==> config.mk <==
export PLATFORM = sky130hd
export DESIGN_NAME = wf_led_event_blink
export DESIGN_NICKNAME = d
export VERILOG_FILES = /design/src/rtl/wf_led_event_blink_pkg.sv /design/src/rtl/wf_sat_counter.sv /design/src/rtl/wf_led_event_blink.sv
export SDC_FILE = /design/constraint.sdc
export NUM_CORES = 1
export LEC_CHECK = 0
export ABC_AREA = 1
export BUFFER_PORTS_ARGS = -buffer_cell sky130_fd_sc_hd__buf_4
export CORE_ASPECT_RATIO = 0.7
export CORE_MARGIN = 1
export CORE_UTILIZATION = 40
export CTS_BUF_LIST = sky130_fd_sc_hd__clkbuf_2 sky130_fd_sc_hd__clkbuf_4 sky130_fd_sc_hd__clkbuf_8
export CTS_CLUSTER_DIAMETER = 50
export DETAILED_ROUTE_END_ITERATION = 10
export HOLD_SLACK_MARGIN = 0.15
export REMOVE_ABC_BUFFERS = 1
export SLEW_MARGIN = 10
export SYNTH_ARGS = -nofsm -noshare
export SYNTH_HDL_FRONTEND = slang
export SYNTH_SLANG_ARGS = --single-unit
export TNS_END_PERCENT = 100
==> constraint.sdc <==
create_clock -name clk -period 6 [get_ports clk]
set_clock_uncertainty 0.1 [all_clocks]
set_input_delay 0 -clock clk [delete_from_list [all_inputs] [get_ports clk]]
set_output_delay 0 -clock clk [all_outputs]
set_load 0.01 [all_outputs]
==> src/rtl/wf_led_event_blink_pkg.sv <==
// wf_led_event_blink_pkg: shared FSM encoding and default timing/queue constants
package wf_led_event_blink_pkg;
   localparam logic [1:0] ST_IDLE = 2'd0;
   localparam logic [1:0] ST_ON   = 2'd1;
   localparam logic [1:0] ST_GAP  = 2'd2;
   localparam int ON_TICKS_DEF    = 10;
   localparam int OFF_TICKS_DEF   = 10;
   localparam int MAX_PENDING_DEF = 7;
endpackage

==> src/rtl/wf_sat_counter.sv <==
// wf_sat_counter: saturating up/down request counter with a dropped-request pulse
module wf_sat_counter
   import wf_led_event_blink_pkg::*;
#(
   parameter int MAX = MAX_PENDING_DEF
) (
   input  logic       clk,
   input  logic       reset,
   input  logic       inc,
   input  logic       dec,
   output logic [3:0] count,
   output logic       overflow
);
   logic full;
   assign full = count == 4'(MAX);
   // a simultaneous inc and dec cancel, so a consume frees the slot the new request takes
   always_ff @(posedge clk or posedge reset) begin
      if (reset) begin
         count    <= '0;
         overflow <= 1'b0;
      end else begin
         overflow <= inc && !dec && full;
         if (inc && !dec && !full)
            count <= count + 4'd1;
         else if (dec && !inc && count != 4'd0)
            count <= count - 4'd1;
      end
   end
endmodule

==> src/rtl/wf_led_event_blink.sv <==
// wf_led_event_blink: queues event pulses and plays each one as a timed LED blink plus gap
module wf_led_event_blink
   import wf_led_event_blink_pkg::*;
#(
   parameter int ON_TICKS    = ON_TICKS_DEF,
   parameter int OFF_TICKS   = OFF_TICKS_DEF,
   parameter int MAX_PENDING = MAX_PENDING_DEF
) (
   input  logic       clk,
   input  logic       reset,
   input  logic       tick_en,
   input  logic       event_pulse,
   output logic       led_n,
   output logic       busy,
   output logic [3:0] pending,
   output logic       overflow
);
   logic [1:0] state, state_nx;
   logic [7:0] tick_cnt, cnt_nx;
   logic       has_pend, last_tick, consume, inc;
   assign has_pend  = pending != 4'd0;
   assign last_tick = tick_en && tick_cnt <= 8'd1;
   assign inc       = event_pulse && (state == ST_ON || state == ST_GAP || (state == ST_IDLE && has_pend));
   always_comb begin
      state_nx = state;
      cnt_nx   = tick_cnt;
      consume  = 1'b0;
      case (state)
         ST_IDLE: if (event_pulse || has_pend) begin
            state_nx = ST_ON;
            cnt_nx   = 8'(ON_TICKS);
            consume  = has_pend;
         end
         ST_ON: if (last_tick) begin
            state_nx = ST_GAP;
            cnt_nx   = 8'(OFF_TICKS);
         end else if (tick_en) begin
            cnt_nx = tick_cnt - 8'd1;
         end
         ST_GAP: if (last_tick) begin
            state_nx = has_pend ? ST_ON : ST_IDLE;
            cnt_nx   = has_pend ? 8'(ON_TICKS) : 8'd0;
            consume  = has_pend;
         end else if (tick_en) begin
            cnt_nx = tick_cnt - 8'd1;
         end
         default: begin
            state_nx = ST_IDLE;
            cnt_nx   = 8'd0;
         end
      endcase
   end
   // outputs are decoded from the next state so they are true flops, aligned with state
   always_ff @(posedge clk or posedge reset) begin
      if (reset) begin
         state    <= ST_IDLE;
         tick_cnt <= 8'd0;
         led_n    <= 1'b1;
         busy     <= 1'b0;
      end else begin
         state    <= state_nx;
         tick_cnt <= cnt_nx;
         led_n    <= state_nx != ST_ON;
         busy     <= state_nx == ST_ON || state_nx == ST_GAP;
      end
   end
   wf_sat_counter #(.MAX(MAX_PENDING)) u_pend (
      .clk      (clk),
      .reset    (reset),
      .inc      (inc),
      .dec      (consume),
      .count    (pending),
      .overflow (overflow)
   );
endmodule

==> run metrics, run 1 <==
outcome finished clean; mux share of post-synthesis cell area 0; Worst Setup End Kind flip-flop; CORE AREA 2590 um2; max-cap viol count 0; CP max FO 8; via-per-instance ratio 4.74; synth warn 0; post_cts resized 0; GRT Util Overall 0.183; largest net degree at the start of global routing 18; critical path data required time 6.05 ns; Fin Setup TNS 0 ns; reg2reg setup slack 3.60 ns; ANT nets after route 0; drt pass-1 iters 4; initial core utilization 0.443; CP max stage delay 0.40 ns; Seq/Total Area, Yosys 0.371; clock latency on the worst-skew pair 0.26 ns; Sinks on Clock Net 17; R2R depth 16; crit start category flip-flop; Placement Cell Area 1270 um2; Final Instance Area 1350 um2; htree depth 1; PortBufs 10; achievable frequency 417 MHz; Critical R2R Capture u_pend.count[3]; CTS tree yes; crit path time final 2.40 ns; Inserted Diodes 0; maximum VDD drop 0.000255 V; Root Driver clkbuf_8; Vias 929; Post-Synth Simple-Gate Area 0.340; Core Util, Final 0.519; GRT overflow 0; I/O Pins 11; most frequent CP cell nand2_1; HP Class input pin to asynchronous set/reset pin; initial antenna violation count 0; wire length of the first global-routing pass 4.08 mm; CP Class flip-flop to flip-flop; drt drc 0; Routed WL 2.34 mm; switching pwr 0.419 mW; routed len/inst 12.0 um; Final Slew Violations 0; XOR/XNOR Fraction of Synth Area 0.0381; PwrDens 635 nW/um2; largest family of logic cells by synthesized area simple AND/OR/NAND/NOR gates; slew margin rel. 0.550; Compound-Gate Fraction of Synth Area 0.0599; commonest non-fill, non-tap cell in the layout nand2_1; Cell Area, Synth 1150 um2; syn_area_per_cell 7.92 um2; most frequent cells in the layout nand2_1, inv_1, dfrtp_1; final-stage net count 177; post-synth top area cell dfrtp_1; Die Height 46.8 um; Final setup viols 0; Final Hold Slack 0.296 ns; CTS buffer count 3; Fin. Hold Viols 0; unrepaired setup endpoints after global routing false; share of the synthesized area in the top cell type 0.349; Synth area leaders dfrtp_1, nand2_1, ha_1; switching share of power 0.490; post-synthesis adder-cell area fraction 0.115; worst-path cell chain inv_1 -> ha_1 -> nand2_1 -> nand2_1 -> nand2_1 -> inv_2 -> nand3_4 -> ha_1 -> nand2_1 -> nand2_1 -> a31oi_1 -> inv_1 -> nand2_2 -> nand2_1 -> nand2_1 -> nand2_1; post-DP HPWL 1.76 mm; Initial DRC Count 37; number of global-route vias before repair 872; Slowest-stage cell, CP dfrtp_1; Area Overhead vs Synth 17.1%; fraction of layout cells with a size suffix above 1 0.216; Sequential Power Share 0.267; Worst-path clk slew 0.07 ns; Slew @ Worst Pin 0.675 ns; part of the power in the clock network 0.107; fin crit share 0.400; Leak 0.731 nW; RePlAce Congestion 0.739; Cell Rows 15; worst r2r src state[1]; Synth Register Bits 17; cell count after synthesis 145; FILL cells 256; Gate power share 0.625; Crit path arrival time 2.46 ns; Pint 0.436 mW; Die Wd 66.1 um; die area 3090 um2; clk buf depth 2; Synth cell types 24
timing repair:
item                      in CTS  in global routing
buffers inserted               0                  0
hold endpoints to repair      24                  0
hold buffers                   3                  0
routing by layer:
layer,wire [um],track usage,share of wire,vias to the layer above
met2,931,0.249,0.40,20
met1,1290,0.265,0.55,420
li1,-,-,-,487
met5,0,0,0,-
met3,114,0.0704,0.049,2
met4,10,0.0596,0.0043,0
how the worst max path moves through the flow:
stage	end	from	slack [ns]
after detailed placement	u_pend.count[3]	state[1]	3.61
after floorplan	u_pend.count[3]	state[0]	3.79
after CTS	u_pend.count[3]	state[1]	3.59
after global routing	u_pend.count[3]	state[0]	3.33
final	u_pend.count[3]	state[1]	3.60
after global placement	u_pend.count[3]	tick_cnt[0]	3.66
layout make-up:
type                       instances  area, um2  share of cell area
sequential                        17        427               0.317
timing repair buffer              13        105              0.0781
multi-input combinational        105        636               0.473
inverter                          23       86.3              0.0642
tap                               34       42.5              0.0316
clock buffer                       4       48.8              0.0363
critical path: cells and delay by family (launching register included):
kind	cells	cell delay, ns
fa+ha+maj	2	0.65
flops	1	0.40
buf+inv	3	0.27
compound gates	1	0.17
simple gates	10	0.70
cells in the mapped netlist (all sizes together):
library cell,count
nand3,9
nand4,2
o211ai,1
a21oi,5
fa,1
xor2,5
nor3,5
dfrtp,16
ha,9
or2,1
o21ai,6
inv,23
nor2,17
a31oi,1
nand3b,1
dfstp,1
nand2,42
power by group through the flow:
stage,clock (mW),combinational (mW),sequential (mW)
4_1_cts,0.0956,0.535,0.228
5_1_grt,0.101,0.613,0.237
3_5_place_dp,0,0.528,0.229
2_1_floorplan,0,0.405,0.229
6_report,0.0918,0.534,0.228
3_3_place_gp,0,0.520,0.227
sequential cells by signal (all words and copies together), names as in the netlist:
signal	flops
u_pend.count	4
u_pend.overflow	1
busy	1
led_n	1
tick_cnt	8
state	2
cell families after synthesis:
family	count (synthesis)
AO/OA/AOI/OAI	13
XOR/XNOR	5
adder cells (fa/ha/maj)	10
buffers and inverters	23
flip-flops	17
AND/OR/NAND/NOR	77
stage by stage:
stage | power [mW] | std cells | setup WS (ns)
3_3_place_gp | 0.747 | 189 | 3.66
5_1_grt | 0.950 | 196 | 3.33
4_1_cts | 0.859 | 196 | 3.59
3_5_place_dp | 0.757 | 189 | 3.61
2_1_floorplan | 0.634 | 145 | 3.79
6_report | 0.854 | 196 | 3.60
Power figures use the tool's default switching activity.
==> run 2, diff against run 1 <==
--- a/config.mk
+++ b/config.mk
@@ -5,7 +5,7 @@
 export SDC_FILE = /design/constraint.sdc
 export NUM_CORES = 1
 export LEC_CHECK = 0
-export ABC_AREA = 1
+export ABC_AREA = 0
 export BUFFER_PORTS_ARGS = -buffer_cell sky130_fd_sc_hd__buf_4
 export CORE_ASPECT_RATIO = 0.7
 export CORE_MARGIN = 1
==> constraint.sdc (replaced) <==
create_clock -name clk -period 2.25 [get_ports clk]
set_clock_uncertainty 0.1 [all_clocks]
set_input_delay 0 -clock clk [delete_from_list [all_inputs] [get_ports clk]]
set_output_delay 0 -clock clk [all_outputs]
set_load 0.01 [all_outputs]
==> run 2 against run 1 <==
The run now ends with negative setup slack left. Sequential cell count unchanged. Synthesized area increased by 1.9%. Critical path depth decreased by 4. Clock power increased to 2.7 times the previous value. Routed wire length increased by 29%. Sequential share of layout area decreased by 6.4 points. Final cell count increased by 9.7%. Register-to-register slack got worse by 3.6 ns. Total power increased to 3.5 times the previous value.
==> run metrics, run 2 <==
wire length of the first global-routing pass 4.51 mm; met3 Track Usage GR 0.0583; CORE AREA 2780 um2; fraction of layout cells with a size suffix above 1 0.408; Sequential Power Share 0.192; most frequent CP cell nand2_1; ANT nets after route 0; Synth Register Bits 17; Crit path arrival time 2.36 ns; die area 3150 um2; Final setup viols 2; Gate power share 0.725; Post-Synth Simple-Gate Area 0.235; maximum VDD drop 0.000888 V; cell count after synthesis 127; XOR/XNOR Fraction of Synth Area 0.0374; CTS tree yes; Slew @ Worst Pin 0.678 ns; Final Hold Slack 0.304 ns; drt pass-1 iters 5; failing checks negative setup slack; switching share of power 0.417; unrepaired setup endpoints after global routing true; most frequent cells in the layout buf_4, dfrtp_1, o21ai_0; Synth cell types 42; GRT overflow 0; part of the power in the clock network 0.083; Compound-Gate Fraction of Synth Area 0.197; async set-reset flop share out of synthesis 1.00; Final Slew Violations 0; synth warn 0; number of global-route vias before repair 969; clock latency on the worst-skew pair 0.25 ns; PwrDens 1770 nW/um2; Slowest-stage cell, CP dfrtp_1; PortBufs 10; Vias 1,146; Die Wd 66.6 um; Final Instance Area 1680 um2; Die Height 47.2 um; top_reg_cell synth dfrtp_1; Fin. Hold Viols 0; Root Driver clkbuf_8; crit start category flip-flop; routed len/inst 14.0 um; Synth top cells by count dfrtp_1, o21ai_0, inv_1, nand2_1, ha_1; initial core utilization 0.420; largest family of logic cells by synthesized area simple AND/OR/NAND/NOR gates; I/O Pins 11; achievable frequency 439 MHz; post-synth top area cell dfrtp_1; Placed Cells incl. Taps 202; slew margin rel. 0.548; syn_area_per_cell 9.21 um2; htree depth 1; final-stage net count 194; met1 Use GR 0.296; post-synthesis adder-cell area fraction 0.113; WP buf/inv 1; via-per-instance ratio 5.33; max FFs per register 8; fin crit share 1.01; Sinks on Clock Net 17; number of flops mapped to enable cells by yosys 0; count leader, synth dfrtp_1; Most Crowded Layer GR met1; clk buf depth 2; Area Overhead vs Synth 44.0%; non-filler cells, final 215; Seq/Total Area, Yosys 0.365; Worst-path clk slew 0.07 ns; RePlAce Congestion 0.866; Total Power 2.98 mW; pre-CTS WS -0.123 ns; CP Class flip-flop to flip-flop; critical path data required time 2.33 ns; commonest non-fill, non-tap cell in the layout buf_4; Leak 0.783 nW; Cell Area, Synth 1170 um2; initial antenna violation count 0; Cell Rows 16; setup ws final -0.0276 ns; HP Class input pin to asynchronous set/reset pin; grt met2 use 0.289; max-cap viol count 0; Pint 1.74 mW; mux share of post-synthesis cell area 0.0171; largest net degree at the start of global routing 18; CTS buffer count 3; Initial DRC Count 85; post-DP HPWL 2.19 mm; largest registers tick_cnt x8, u_pend.count x4, state x2; Placement Cell Area 1510 um2; GRT Util Overall 0.199; crit path time final 2.28 ns; CP max FO 3; outcome complete, but fails checks; Routed WL 3.01 mm; drt drc 0; CP max stage delay 0.39 ns; switching pwr 1.24 mW; Crit path max-delay family simple AND/OR/NAND/NOR gates; Worst Setup End Kind flip-flop; Synth area leaders dfrtp_1, ha_1, o21ai_0; Inserted Diodes 0; share of the synthesized area in the top cell type 0.342; worst-path cell chain inv_2 -> ha_2 -> nand2_1 -> o21ai_2 -> nand2_1 -> or2_4 -> ha_1 -> nand3_1 -> nand2_1 -> nand3_1 -> mux2i_1 -> xor2_1; largest reg by FF count tick_cnt
-- run 2: cell types whose count changed in the layout (fill, tap and decap cells not counted), sizes merged, moves of 4 or more --
| cell | delta |
|---|---|
| buf | +36 |
| inv | -13 |
| nand2 | -32 |
| nand3 | -5 |
| nor2 | -10 |
| nor2b | +4 |
| o21ai | +11 |
-- run 2: final timing paths --
kind                        startpoint  cells past startpoint              end  slack (ns)
hold reg to reg            tick_cnt[7]                      2      tick_cnt[7]        0.44
min in group clk           tick_cnt[7]                      2      tick_cnt[7]        0.44
setup / recovery              state[1]                     12  u_pend.count[3]       -0.03
max in group asynchronous        reset                      3             busy        1.31
hold / removal                   reset                      3  u_pend.count[2]        0.30
setup reg to reg              state[1]                     12  u_pend.count[3]       -0.03
-- run 2: cells by family (layout without fill, tap and decap cells) --
kind of cell,count (synthesis),in the layout
AO/OA/AOI/OAI,37,37
multiplexers,2,2
XOR/XNOR,5,5
buffers and inverters,11,63
AND/OR/NAND/NOR,45,45
adder cells (fa/ha/maj),10,10
flip-flops,17,17
-- run 2: area by class of cell --
cell class              instances  area (um2)
repair buffers                 49         375
fillers                       238        1100
clock buffers                   4        48.8
inverters                      10        37.5
flip-flops and latches         17         427
well taps                      36        45.0
multi-input cells              99         751
-- run 2: routing by layer --
| metal | part of all wire | wire, um | vias to the layer above |
|---|---|---|---|
| met5 | 0 | 0 | - |
| met4 | 0 | 0 | 0 |
| met3 | 0.044 | 133 | 0 |
| met2 | 0.45 | 1360 | 27 |
| met1 | 0.50 | 1520 | 551 |
| li1 | - | - | 568 |
-- run 2: per-stage QoR --
step	utilization	setup TNS, ns
final	0.605	-0.0331
after global routing	0.605	-0.427
after CTS	0.581	-0.00438
after detailed placement	0.543	-0.152
after global placement	0.543	-0.0440
after floorplan	-	-0.350
-- run 2: tightest hold or removal path, cell delays in order --
cell	delay, ns
dlygate4sd3_1	0.53
buf_4	0.13
inv_1	0.49
-- run 2: power by group through the flow --
stage               combinational (mW)  clock (mW)  sequential, mW
finish                            2.16       0.246           0.573
global route                      2.40       0.271           0.585
CTS                               1.99       0.253           0.565
detailed placement                1.91           0           0.566
global placement                  1.85           0           0.564
floorplan                         1.07           0           0.641
-- run 2: timing repair --
action | in CTS | in global routing
hold buffers | 3 | 0
endpoints found under the hold margin | 23 | 0
gates resized for setup | 3 | 11
pin swaps | 3 | 10
setup endpoints to repair | 3 | 5
buffers inserted | 1 | 5
==> run 3, diff against run 2 <==
--- a/config.mk
+++ b/config.mk
@@ -9,12 +9,15 @@
 export BUFFER_PORTS_ARGS = -buffer_cell sky130_fd_sc_hd__buf_4
 export CORE_ASPECT_RATIO = 0.7
 export CORE_MARGIN = 1
-export CORE_UTILIZATION = 40
+export CORE_UTILIZATION = 58
 export CTS_BUF_LIST = sky130_fd_sc_hd__clkbuf_2 sky130_fd_sc_hd__clkbuf_4 sky130_fd_sc_hd__clkbuf_8
 export CTS_CLUSTER_DIAMETER = 50
+export CTS_CLUSTER_SIZE = 28
 export DETAILED_ROUTE_END_ITERATION = 10
 export HOLD_SLACK_MARGIN = 0.15
+export PLACE_DENSITY = 0.78
 export REMOVE_ABC_BUFFERS = 1
+export SETUP_SLACK_MARGIN = 0.5
 export SLEW_MARGIN = 10
 export SYNTH_ARGS = -nofsm -noshare
 export SYNTH_HDL_FRONTEND = slang
==> run 3 against run 2 <==
The flow now stops in global routing (5_1_grt). Synthesized cell count is the same. Synthesized area is the same.
==> run metrics, run 3 <==
outcome did not finish; last stage reached global routing (5_1_grt); Run Error [ERROR DPL-0038] Utilization greater than 100%, impossible to legalize; post-DP HPWL 2.24 mm; cell count after synthesis 127; top_reg_cell synth dfrtp_1; Synth cell types 42; clk buf depth 2; Seq/Total Area, Yosys 0.365; worst ep type sequential cell input; async set-reset flop share out of synthesis 1.00; synth warn 0; initial core utilization 0.625; PortBufs 10; Die Height 39.6 um; CTS buffer count 3; Synth top cells by count dfrtp_1, o21ai_0, inv_1, nand2_1, ha_1; count leader, synth dfrtp_1; largest net degree at the start of global routing 18; Placement Cell Area 1470 um2; Synth area leaders dfrtp_1, ha_1, o21ai_0; RePlAce Congestion 0.897; Cell Rows 13; number of flops mapped to enable cells by yosys 0; I/O Pins 11; worst_ep grt u_pend.count[3]$_DFFE_PP0P_/D; Synth Register Bits 17; post-synth top area cell dfrtp_1; Die Wd 55.7 um; htree depth 1; Sinks on Clock Net 17; Root Driver clkbuf_4; syn_area_per_cell 9.21 um2; Placed Cells incl. Taps 185; Cell Area, Synth 1170 um2; share of the synthesized area in the top cell type 0.342
-- run 3: cell counts after synthesis --
No cell type changed its count.
-- run 3: through the flow --
stage | util | worst slack, ns
floorplan | - | -0.285
global placement | 0.787 | -0.0399
detailed placement | 0.787 | -0.154
CTS | 0.941 | -0.0100
-- run 3: timing repair --
item,CTS
endpoints found under the hold margin,26
pin swaps,20
resized for setup,38
setup endpoints to repair,15
buffers inserted,9
cloned,0
hold buffers,4
-- run 3: cells by family after synthesis --
| family | after synthesis | synth area share |
|---|---|---|
| flip-flops | 17 | 0.365 |
| multiplexers | 2 | 0.0171 |
| XOR/XNOR | 5 | 0.0374 |
| AO/OA/AOI/OAI | 37 | 0.197 |
| adder cells (fa/ha/maj) | 10 | 0.113 |
| AND/OR/NAND/NOR | 45 | 0.235 |
| buffers and inverters | 11 | 0.0353 |
==> run 4, diff against run 3 <==
==> config.mk (replaced) <==
export PLATFORM = sky130hd
export DESIGN_NAME = wf_led_event_blink
export DESIGN_NICKNAME = d
export VERILOG_FILES = /design/src/rtl/wf_led_event_blink_pkg.sv /design/src/rtl/wf_sat_counter.sv /design/src/rtl/wf_led_event_blink.sv
export SDC_FILE = /design/constraint.sdc
export NUM_CORES = 1
export LEC_CHECK = 0
export ABC_AREA = 0
export BUFFER_PORTS_ARGS = -buffer_cell sky130_fd_sc_hd__buf_4
export CORE_AREA = 2 2 63 65
export DETAILED_ROUTE_END_ITERATION = 10
export DIE_AREA = 0 0 65 67
export PLACE_DENSITY_LB_ADDON = 0.15
export REMOVE_ABC_BUFFERS = 1
export SLEW_MARGIN = 10
export SYNTH_ARGS = -nofsm -noshare
export SYNTH_HDL_FRONTEND = slang
export SYNTH_SLANG_ARGS = --single-unit
export TNS_END_PERCENT = 100
==> run 4 against run 3 <==
The flow now finishes, with violations (negative setup slack).
==> run metrics, run 4 (same netlist as run 2, synthesis figures left out) <==
I/O Pins 11; Worst-path clk slew 0.07 ns; Worst Setup End Kind flip-flop; clk buf depth 2; reg2reg setup slack -0.06 ns; Inserted Diodes 0; M1 WL 1.40 mm; RePlAce Congestion 0.852; post-DP HPWL 2.21 mm; initial antenna violation count 0; Fin. Hold Viols 0; maximum VDD drop 0.00117 V; CP max FO 6; critical path data required time 2.32 ns; GRT overflow 0; R2R depth 9; most frequent cells in the layout buf_4, dfrtp_1, o21ai_0; CTS buffer count 3; Slew @ Worst Pin 0.726 ns; outcome complete, but fails checks; final-stage net count 197; Crit path arrival time 2.37 ns; fin crit share 1.02; failing checks negative setup slack; crit path time final 2.31 ns; Leak 0.822 nW; Final setup viols 4; initial core utilization 0.324; pre-CTS WS -0.224 ns; htree depth 1; Total Power 3.40 mW; fraction of layout cells with a size suffix above 1 0.516; max-cap viol count 0; Worst Hold Launch event_pulse; Cell Rows 22; largest net degree at the start of global routing 18; Final Instance Area 1840 um2; wire length of the first global-routing pass 5.18 mm; drt drc 0; CP Class flip-flop to flip-flop; CTS tree yes; Sinks on Clock Net 17; commonest non-fill, non-tap cell in the layout buf_4; PwrDens 1850 nW/um2; Die Wd 65 um; Placement Cell Area 1530 um2; Final Slew Violations 0; max FFs per register 8; worst r2r src tick_cnt[5]; non-filler cells, final 230; Initial DRC Count 32; Area Overhead vs Synth 57.4%; Root Driver clkbuf_8; routed len/inst 13.4 um; top layer in use met4; die area 4360 um2; largest reg by FF count tick_cnt; unrepaired setup endpoints after global routing true; number of global-route vias before repair 1,135; GRT Util Overall 0.157; met2 WL post-DR 1.56 mm; slew margin rel. 0.516; Vias 1,140; achievable frequency 434 MHz; drt pass-1 iters 4; ANT nets after route 0; setup ws final -0.0552 ns; PortBufs 10; Core Util, Final 0.511; met3 wire len 61 um; Die Height 67 um; crit start category flip-flop; CORE AREA 3610 um2; Placed Cells incl. Taps 215; clock latency on the worst-skew pair 0.26 ns; Critical R2R Capture busy; Hold Path End tick_cnt[3]; Routed WL 3.09 mm; via-per-instance ratio 4.96; HP Class input pin to flip-flop; largest registers tick_cnt x8, u_pend.count x4, state x2; Hold Crit Depth 3
## run 4: repair_timing
item	in CTS	in global routing
gates resized for setup	15	26
hold endpoints to repair	16	0
pin swaps	9	26
buffers inserted	3	7
endpoints found under the setup margin	5	7
hold buffers	1	0
## run 4: worst max-delay path: stages (launching register included)
cell and delay [ns]:
dfrtp_1 0.41, buf_4 0.14, or4_4 0.55, nor4b_4 0.28, buf_6 0.16, nor2_2 0.04, o32ai_2 0.08, a21oi_1 0.12
ha_1 0.28, inv_1 0.04
## run 4: power breakdown
| part | total, mW | switching [mW] | internal, mW |
|---|---|---|---|
| sequential | 0.569 | 0.101 | 0.468 |
| clock | 0.240 | 0.113 | 0.126 |
| combinational | 2.59 | 1.20 | 1.39 |
## run 4: final cells by class
class,instances,area [um2]
timing repair buffer,52,400
fill,332,1760
multi-input combinational,99,871
clock buffer,4,45.0
inverter,10,37.5
tap,48,60.1
sequential,17,428
## run 4: how the worst max path moves through the flow
stage	from	slack [ns]	endpoint	depth (start not counted)
3_5_place_dp	tick_cnt[0]	-0.22	u_pend.count[3]	11
3_3_place_gp	tick_cnt[0]	-0.12	u_pend.count[3]	11
5_1_grt	tick_cnt[3]	-0.23	u_pend.count[3]	10
4_1_cts	tick_cnt[5]	-0.03	u_pend.count[3]	10
2_1_floorplan	u_pend.count[0]	-0.28	u_pend.count[3]	9
6_report	tick_cnt[5]	-0.06	busy	9
## run 4: layer usage
| layer | global-route usage | vias to the layer above |
|---|---|---|
| met1 | 0.184 | 549 |
| met4 | 0.0878 | 0 |
| met2 | 0.281 | 16 |
| li1 | - | 570 |
| met5 | 0 | - |
| met3 | 0.0152 | 5 |
## run 4: through the flow
stage | TNS, ns | hold slack [ns]
floorplan | -0.350 | -0.175
global placement | -0.167 | 0.0414
detailed placement | -0.419 | 0.0540
CTS | -0.0291 | 0.0191
global route | -0.784 | 0.0700
finish | -0.109 | 0.0233
